===== src/rtl/mamba_acc_pkg.sv =====
`default_nettype none
// ============================================================================
// Package : mamba_acc_pkg
// Shared widths, FSM states and the saturating narrow helper for the MAC path.
// Rev     : 1.0
// ============================================================================
package mamba_acc_pkg;

  localparam int ACC_DATA_W = 16;
  localparam int ACC_TILE_N = 16;
  localparam int ACC_ACC_W  = 24;

  typedef enum logic [1:0] {
    ST_IDLE   = 2'd0,
    ST_ACCUM  = 2'd1,
    ST_OUTPUT = 2'd2
  } acc_state_e;

  typedef struct packed {
    logic                  clip;
    logic [ACC_DATA_W-1:0] val;
  } sat_res_t;

  // A value fits iff every bit from the sign down to the narrow MSB agrees.
  function automatic sat_res_t sat_narrow(input logic [ACC_ACC_W-1:0] acc);
    sat_res_t                         r;
    logic [ACC_ACC_W-ACC_DATA_W:0]    top;
    top    = acc[ACC_ACC_W-1:ACC_DATA_W-1];
    r.clip = !((top == '0) || (&top));
    if (!r.clip)
      r.val = acc[ACC_DATA_W-1:0];
    else if (acc[ACC_ACC_W-1])
      r.val = {1'b1, {(ACC_DATA_W-1){1'b0}}};
    else
      r.val = {1'b0, {(ACC_DATA_W-1){1'b1}}};
    return r;
  endfunction

endpackage
`default_nettype wire


===== src/rtl/psum_tile_accumulator_if.sv =====
`default_nettype none
// ============================================================================
// Interface : psum_tile_accumulator_if
// Psum input stream and final-vector output stream of the tile accumulator.
// Rev       : 1.0
// ============================================================================
interface psum_tile_accumulator_if
  import mamba_acc_pkg::*;
#(
  parameter int DATA_WIDTH = ACC_DATA_W,
  parameter int TILE_SIZE  = ACC_TILE_N
);
  logic                                in_valid;
  logic                                in_ready;
  logic [TILE_SIZE-1:0][DATA_WIDTH-1:0] psum_in;
  logic                                out_valid;
  logic                                out_ready;
  logic [TILE_SIZE-1:0][DATA_WIDTH-1:0] out_data;
  logic [TILE_SIZE-1:0]                out_sat;

  modport master (
    output in_valid, psum_in, out_ready,
    input  in_ready, out_valid, out_data, out_sat
  );

  modport slave (
    input  in_valid, psum_in, out_ready,
    output in_ready, out_valid, out_data, out_sat
  );
endinterface
`default_nettype wire


===== src/rtl/psum_acc_lane.sv =====
`default_nettype none
// ============================================================================
// Module : psum_acc_lane
// One lane: wide wrapping accumulator, load/add select, saturating capture.
// Rev    : 1.0
// ============================================================================
module psum_acc_lane
  import mamba_acc_pkg::*;
#(
  parameter int DATA_WIDTH = ACC_DATA_W,
  parameter int ACC_WIDTH  = ACC_ACC_W
) (
  input  wire                  clk,
  input  wire                  rst_n,
  input  wire                  i_beat,
  input  wire                  i_first,
  input  wire                  i_capture,
  input  wire [DATA_WIDTH-1:0] i_psum,
  output logic [DATA_WIDTH-1:0] o_data,
  output logic                 o_sat
);
  logic signed [ACC_WIDTH-1:0] r_acc;
  logic signed [ACC_WIDTH-1:0] w_psum_ext;
  logic signed [ACC_WIDTH-1:0] w_acc_nxt;
  sat_res_t                    w_sat;

  assign w_psum_ext = ACC_WIDTH'($signed(i_psum));
  assign w_acc_nxt  = i_first ? w_psum_ext : r_acc + w_psum_ext;
  // Capture from the next-state sum so the final beat lands in the output.
  assign w_sat      = sat_narrow(ACC_ACC_W'(w_acc_nxt));

  always_ff @(posedge clk or negedge rst_n) begin
    if (!rst_n) begin
      r_acc  <= '0;
      o_data <= '0;
      o_sat  <= 1'b0;
    end else begin
      if (i_beat)
        r_acc <= w_acc_nxt;
      if (i_capture) begin
        o_data <= DATA_WIDTH'(w_sat.val);
        o_sat  <= w_sat.clip;
      end
    end
  end
endmodule
`default_nettype wire


===== src/rtl/psum_tile_accumulator.sv =====
`default_nettype none
// ============================================================================
// Module : psum_tile_accumulator
// Accumulates K-tile psum vectors and emits one saturated vector per start.
// Rev    : 1.0
// ============================================================================
module psum_tile_accumulator
  import mamba_acc_pkg::*;
#(
  parameter int DATA_WIDTH  = ACC_DATA_W,
  parameter int TILE_SIZE   = ACC_TILE_N,
  parameter int ACC_WIDTH   = ACC_ACC_W,
  parameter int MAX_K_TILES = 64,
  parameter int KCNT_W      = $clog2(MAX_K_TILES + 1)
) (
  input  wire                     clk,
  input  wire                     rst_n,
  input  wire                     i_start,
  input  wire [KCNT_W-1:0]        i_k_tiles,
  output logic                    o_busy,
  output logic                    o_err_drop,
  psum_tile_accumulator_if.slave  io_bus
);
  acc_state_e        r_state;
  acc_state_e        w_state_nxt;
  logic [KCNT_W-1:0] r_cnt;
  logic [KCNT_W-1:0] r_k_lat;
  logic [KCNT_W-1:0] w_k_clamp;
  logic              r_in_ready;
  logic              r_out_valid;
  logic              w_beat;
  logic              w_last;

  wire [TILE_SIZE-1:0][DATA_WIDTH-1:0] w_out_data;
  wire [TILE_SIZE-1:0]                 w_out_sat;

  assign w_k_clamp = (i_k_tiles == '0) ? KCNT_W'(1) :
                     (i_k_tiles > KCNT_W'(MAX_K_TILES)) ? KCNT_W'(MAX_K_TILES) : i_k_tiles;
  assign w_beat    = io_bus.in_valid & r_in_ready;
  assign w_last    = (r_cnt == r_k_lat - KCNT_W'(1));

  always_comb begin
    w_state_nxt = r_state;
    case (r_state)
      ST_IDLE:   if (i_start) w_state_nxt = ST_ACCUM;
      ST_ACCUM:  if (w_beat && w_last) w_state_nxt = ST_OUTPUT;
      ST_OUTPUT: if (r_out_valid && io_bus.out_ready) w_state_nxt = ST_IDLE;
      default:   w_state_nxt = ST_IDLE;
    endcase
  end

  // Handshake flags are registered from the next state so they track r_state exactly.
  always_ff @(posedge clk or negedge rst_n) begin
    if (!rst_n) begin
      r_state     <= ST_IDLE;
      r_cnt       <= '0;
      r_k_lat     <= '0;
      r_in_ready  <= 1'b0;
      r_out_valid <= 1'b0;
      o_busy      <= 1'b0;
      o_err_drop  <= 1'b0;
    end else begin
      r_state     <= w_state_nxt;
      r_in_ready  <= (w_state_nxt == ST_ACCUM);
      r_out_valid <= (w_state_nxt == ST_OUTPUT);
      o_busy      <= (w_state_nxt != ST_IDLE);
      o_err_drop  <= io_bus.in_valid & ~r_in_ready;
      if (r_state == ST_IDLE) begin
        r_cnt <= '0;
        if (i_start)
          r_k_lat <= w_k_clamp;
      end else if (w_beat) begin
        r_cnt <= r_cnt + KCNT_W'(1);
      end
    end
  end

  for (genvar g = 0; g < TILE_SIZE; g++) begin : g_lane
    psum_acc_lane #(
      .DATA_WIDTH (DATA_WIDTH),
      .ACC_WIDTH  (ACC_WIDTH)
    ) u_lane (
      .clk       (clk),
      .rst_n     (rst_n),
      .i_beat    (w_beat),
      .i_first   (r_cnt == '0),
      .i_capture (w_beat & w_last),
      .i_psum    (io_bus.psum_in[g]),
      .o_data    (w_out_data[g]),
      .o_sat     (w_out_sat[g])
    );
  end

  assign io_bus.in_ready  = r_in_ready;
  assign io_bus.out_valid = r_out_valid;
  assign io_bus.out_data  = w_out_data;
  assign io_bus.out_sat   = w_out_sat;
endmodule
`default_nettype wire


===== src/flat_wrapper.sv =====
// flat-port wrapper written by rule: the top's interface ports become plain ports
module psum_tile_accumulator_flat import mamba_acc_pkg::*;
#(
  parameter int DATA_WIDTH  = ACC_DATA_W,
  parameter int TILE_SIZE   = ACC_TILE_N,
  parameter int ACC_WIDTH   = ACC_ACC_W,
  parameter int MAX_K_TILES = 64,
  parameter int KCNT_W      = $clog2(MAX_K_TILES + 1)
)
  (clk, rst_n, i_start, i_k_tiles, o_busy, o_err_drop, io_bus_in_valid, io_bus_psum_in, io_bus_out_ready, io_bus_in_ready, io_bus_out_valid, io_bus_out_data, io_bus_out_sat);
  psum_tile_accumulator_if #(.DATA_WIDTH(DATA_WIDTH), .TILE_SIZE(TILE_SIZE)) io_bus_i ();
  input  wire clk;
  input  wire rst_n;
  input  wire i_start;
  input  wire [KCNT_W-1:0] i_k_tiles;
  output logic o_busy;
  output logic o_err_drop;
  input wire logic [$bits(io_bus_i.in_valid)-1:0] io_bus_in_valid;
  input wire logic [$bits(io_bus_i.psum_in)-1:0] io_bus_psum_in;
  input wire logic [$bits(io_bus_i.out_ready)-1:0] io_bus_out_ready;
  output wire logic [$bits(io_bus_i.in_ready)-1:0] io_bus_in_ready;
  output wire logic [$bits(io_bus_i.out_valid)-1:0] io_bus_out_valid;
  output wire logic [$bits(io_bus_i.out_data)-1:0] io_bus_out_data;
  output wire logic [$bits(io_bus_i.out_sat)-1:0] io_bus_out_sat;
  assign io_bus_i.in_valid = io_bus_in_valid;
  assign io_bus_i.psum_in = io_bus_psum_in;
  assign io_bus_i.out_ready = io_bus_out_ready;
  assign io_bus_in_ready = io_bus_i.in_ready;
  assign io_bus_out_valid = io_bus_i.out_valid;
  assign io_bus_out_data = io_bus_i.out_data;
  assign io_bus_out_sat = io_bus_i.out_sat;
  psum_tile_accumulator #(.DATA_WIDTH(DATA_WIDTH), .TILE_SIZE(TILE_SIZE), .ACC_WIDTH(ACC_WIDTH), .MAX_K_TILES(MAX_K_TILES), .KCNT_W(KCNT_W)) u_core (.clk(clk), .rst_n(rst_n), .i_start(i_start), .i_k_tiles(i_k_tiles), .o_busy(o_busy), .o_err_drop(o_err_drop), .io_bus(io_bus_i));
endmodule

===== config.mk =====
export PLATFORM = sky130hd
export DESIGN_NAME = psum_tile_accumulator_flat
export DESIGN_NICKNAME = d
export VERILOG_FILES = /design/src/rtl/mamba_acc_pkg.sv /design/src/rtl/psum_tile_accumulator_if.sv /design/src/rtl/psum_acc_lane.sv /design/src/rtl/psum_tile_accumulator.sv /design/src/flat_wrapper.sv
export SDC_FILE = /design/constraint.sdc
export NUM_CORES = 2
export LEC_CHECK = 0
export CELL_PAD_IN_SITES_DETAIL_PLACEMENT = 1
export CELL_PAD_IN_SITES_GLOBAL_PLACEMENT = 1
export CORE_ASPECT_RATIO = 1.25
export CORE_MARGIN = 4
export CORE_UTILIZATION = 25
export CTS_BUF_LIST = sky130_fd_sc_hd__clkbuf_4 sky130_fd_sc_hd__clkbuf_8
export CTS_CLUSTER_SIZE = 16
export DETAILED_ROUTE_END_ITERATION = 10
export PLACE_DENSITY = 0.62
export SYNTH_ARGS = -nofsm -noshare
export SYNTH_HDL_FRONTEND = slang
export SYNTH_HIERARCHICAL = 1
export SYNTH_SLANG_ARGS = --single-unit

===== constraint.sdc =====
create_clock -name clk -period 6.9 [get_ports clk]
set_input_delay 0.69 -clock clk [delete_from_list [all_inputs] [get_ports clk]]
set_output_delay 0.69 -clock clk [all_outputs]
set_load 0.1 [all_outputs]

==> impl_results.md <==
* TritonCTS clock tree: yes
* Chip Height at 532 µm
* Kind of critical path: reg -> reg
* Max_cap viols at 0
* Number of resized instances in the post-cts repair step at 0
* Max Transition Viols Final at 0
* Slew headroom at 17.0%
* Count of different cell masters after synthesis at 104
* Yosys reg bits at ~680
* Capturing element type of the critical path: flip-flop
* Largest cells by area after synthesis: sky130_fd_sc_hd__dfrtp_1 (31%), sky130_fd_sc_hd__ha_1 (8.5%), sky130_fd_sc_hd__a21oi_1 (7.1%)
* Arrival time of data at the critical path endpoint at 5.55 ns
* Post-CTS Hold Buffers at 1
* Ys flop type: sky130_fd_sc_hd__dfrtp_1
* CORE AREA at around 0.22 mm²
* Start of the worst register-to-register path: u_core/r_cnt[0]
* Wire length of the first global-routing pass at approximately 320000 µm
* Number of buffers between clock root and the deepest sink at 4
* Clock latency of the later-clocked register in the worst-skew pair at about 0.92 ns
* Post-detail-place hpwl at 151000 µm
* Run status: complete, no violations
* Number of placed instances with taps included at between 9000 and 10000
* Count of standard-cell rows at 192
* Share of flip-flops with an asynchronous set or reset after synthesis at between 90% and 100%
* Area share of the largest cell type after synthesis at approximately 31%
* Final-stage net count at approximately 7300
* Area used by multi-input combinational logic at between 0.03 and 0.04 mm²
* Leakage at between 20 and 30 nW
* Setup repair bufs after CTS at 0
* Non-filler instance count after layout at roughly 9700
* Total I/O pin count at 544
* Final-layout fill cell count at around 26000
* Final worst hold slack at between 0.4 and 0.5 ns
* Initial Utilization at between 20% and 30%
* Maximum number of pins on one net before global-route repair at between 150 and 200
* Horizontal extent of the die at roughly 430 µm
* Total die area at around 0.23 mm²
* Register Area at 0.0169 mm²
* Launch instance of the worst min-delay path: i_k_tiles[2]
* Startpoint of the worst setup timing path: u_core/r_cnt[0]
* Initial antenna violation count at 20
* Max H-tree Level at 4
* Worst reg2reg setup slack at 2.06 ns
* PwrDens at 564 mW/mm²
* Post-route minimum period at roughly 4.8 ns
* Area overhead of the layout relative to synthesis at 19.5%
* Drt first-iter violations at 2378
* Yosys warning total at 6
* Portion of the post-synthesis area used by sequential elements at 30.8%
* Cell accounting for the most synthesized area: sky130_fd_sc_hd__dfrtp_1
* Critical Path Fanout Max at 25
* GR Overflow Total at 0
* Drt total wl at just over 200000 µm
* Worst hold-check path type: in -> reg
* Worst voltage drop across the vdd grid at approximately 0.23 mV
* Pre-Repair DR Iteration Count at 5
* Routed wire length per instance at between 20 and 25 µm
* Critical path startpoint category: flip-flop
* Share of post-route cells with drive strength above 1 at about 11%
* Via count of the first global-routing pass at about 55000
* Finished Core Util at a little under a third
* Number of nets with antenna violations after routing at 0
* Number of sinks handled by clock tree synthesis at ~680
* Final count of negative-setup-slack endpoints at 0
* Via total after detailed routing at around 51000
* Reg clk slew, reported paths at 0.06 ns
* Port buffer count at ~540
* Max Fclk at around 210 MHz
* Overall track demand over capacity in global routing at 17.1%
* Count of flip-flops with a built-in enable after synthesis at 0
* Synthesized area at ~0.055 mm²
* Slew of the pin with the lowest slew margin at 1.24 ns
* Worst reg2reg path endpoint: u_core/g_lane[12].u_lane/o_sat
* # DRC at 0
* Routed via count divided by cell count at about 5.3
* Mean cell area of the mapped netlist at 8.72 µm²
* Final worst clock skew at about 0.066 ns
* Required time at the endpoint of the critical path at 7.61 ns
* Setup repair after global routing missed its margin: no
* Sum Neg Setup Slack at 0 ns
* Final Hold Vio Count at 0
* Routability-driven placement congestion ratio at roughly 0.86
* Fraction of the cycle the final worst path needs at between 70% and 80%
* Synthesized netlist net count at about 7000
* Synthesized instance count at 6300
* Worst reg-to-reg path cell count at 12
* Capture point of the worst path: u_core/g_lane[12].u_lane/o_sat
* CTS buffer count at 145
* Cell at the root of the clock tree: sky130_fd_sc_hd__clkbuf_8
## synthesized netlist by cell type, drive strengths merged (51+ instances only)
cell type	number
o21ai	340
a21oi	808
nor2	784
o22ai	51
nand3	113
o211ai	97
and3	53
dfrtp	676
clkbuf	212
ha	371
xor2	136
nand2	496
nor2b	52
nand4	74
nor3	103
a31oi	67
o31ai	128
a21o	92
mux2i	85
o21a	74
xnor2	158
buf	135
mux2	80
o22a	74
a221o	123
inv	103
a211oi	95
## critical path: stages (launching register included)
cell	delay, ns
sky130_fd_sc_hd__dfrtp_1	0.44
sky130_fd_sc_hd__inv_1	0.08
sky130_fd_sc_hd__ha_1	0.14
sky130_fd_sc_hd__or4b_2	0.60
sky130_fd_sc_hd__nor3_2	0.17
sky130_fd_sc_hd__buf_4	0.34
sky130_fd_sc_hd__buf_4	0.37
sky130_fd_sc_hd__clkinv_1	0.55
sky130_fd_sc_hd__and4_1	0.36
sky130_fd_sc_hd__a211oi_2	0.43
sky130_fd_sc_hd__nand3_1	0.20
sky130_fd_sc_hd__a211oi_4	0.71
sky130_fd_sc_hd__o221ai_1	0.24
## final cells by class
cell class                 count  area share (%)
antenna                       11          0.0419
clock buffer                 215            4.14
clock inverter                33           0.480
inverter                     109           0.635
multi-input combinational   5156            54.3
sequential                   676            25.8
tap                         2910            5.55
timing repair buffer         599            9.14
## worst min path at each step
stage	end	slack, ns	cells after the start
4_1_cts	u_core/r_k_lat[1]	0.30	3
2_1_floorplan	u_core/g_lane[0].u_lane/o_data[0]	0.39	0
3_3_place_gp	u_core/g_lane[10].u_lane/o_data[15]	0.46	1
6_report	u_core/r_k_lat[2]	0.42	3
5_1_grt	u_core/r_k_lat[1]	0.37	3
3_5_place_dp	u_core/g_lane[11].u_lane/o_data[15]	0.47	1
## metrics by stage
step           cell area (µm²)  power, W  setup slack, ns
3_5_place_dp             62600    0.0322             1.94
2_1_floorplan            54900    0.0259             1.56
5_1_grt                  65600    0.0400             1.68
3_3_place_gp             62600    0.0317             2.02
6_report                 65600    0.0370             2.06
4_1_cts                  65600    0.0374             1.97
## cell usage in the layout (no fill, tap or decap), types with 50 or more instances in the layout
cell type                         count
sky130_fd_sc_hd__xor2_1             136
sky130_fd_sc_hd__o22ai_1             51
sky130_fd_sc_hd__mux2i_1             85
sky130_fd_sc_hd__o21a_1              74
sky130_fd_sc_hd__a31oi_1             61
sky130_fd_sc_hd__a21oi_1            780
sky130_fd_sc_hd__ha_1               371
sky130_fd_sc_hd__nor2b_1             52
sky130_fd_sc_hd__o31ai_1             63
sky130_fd_sc_hd__dfrtp_1            676
sky130_fd_sc_hd__o31ai_2             64
sky130_fd_sc_hd__xnor2_1            156
sky130_fd_sc_hd__clkdlybuf4s50_1    541
sky130_fd_sc_hd__a21o_1              75
sky130_fd_sc_hd__o21ai_0            312
sky130_fd_sc_hd__nand2_1            495
sky130_fd_sc_hd__nand4_1             74
sky130_fd_sc_hd__o22a_1              74
sky130_fd_sc_hd__a221o_1            123
sky130_fd_sc_hd__mux2_2              79
sky130_fd_sc_hd__inv_1              102
sky130_fd_sc_hd__nor3_1             101
sky130_fd_sc_hd__clkbuf_8           176
sky130_fd_sc_hd__nand3_1            113
sky130_fd_sc_hd__o211ai_1            90
sky130_fd_sc_hd__o21bai_1            50
sky130_fd_sc_hd__nor2_1             777
## report_power, final
group | internal (W) | switching (W)
logic | 0.00871 | 0.0168
clock network | 0.00270 | 0.00209
registers | 0.00560 | 0.00110
total | 0.0170 | 0.0200
## layer usage
layer / vias up / global-route usage (%) / part of all wire, %
met5: - / 0 / 0.043
li1: 24457 / - / -
met3: 291 / 2.76 / 3.8
met4: 12 / 4.86 / 2.6
met1: 25774 / 20.7 / 43
met2: 819 / 31.1 / 51
## logic make-up after synthesis
| group | after synthesis | synth area share [%] |
|---|---|---|
| flops | 676 | 30.8 |
| fa+ha+maj | 387 | 9.04 |
| xor+xnor | 295 | 4.74 |
| simple gates | 1924 | 16.8 |
| compound gates | 2385 | 31.0 |
| mux | 165 | 3.20 |
| buf+inv | 468 | 4.39 |
## state kept, by name, summed over array words and instances, names as in the netlist
signal and count:
u_core/r_cnt 7, u_core/r_state 2, u_core/g_lane.u_lane/o_sat 16, u_core/io_bus.in_ready 1, u_core/g_lane.u_lane/o_data 256, u_core/r_k_lat 7
u_core/g_lane.u_lane/r_acc 384, u_core/o_err_drop 1, u_core/o_busy 1, u_core/io_bus.out_valid 1
No activity file was read; power rests on OpenSTA's default activity.
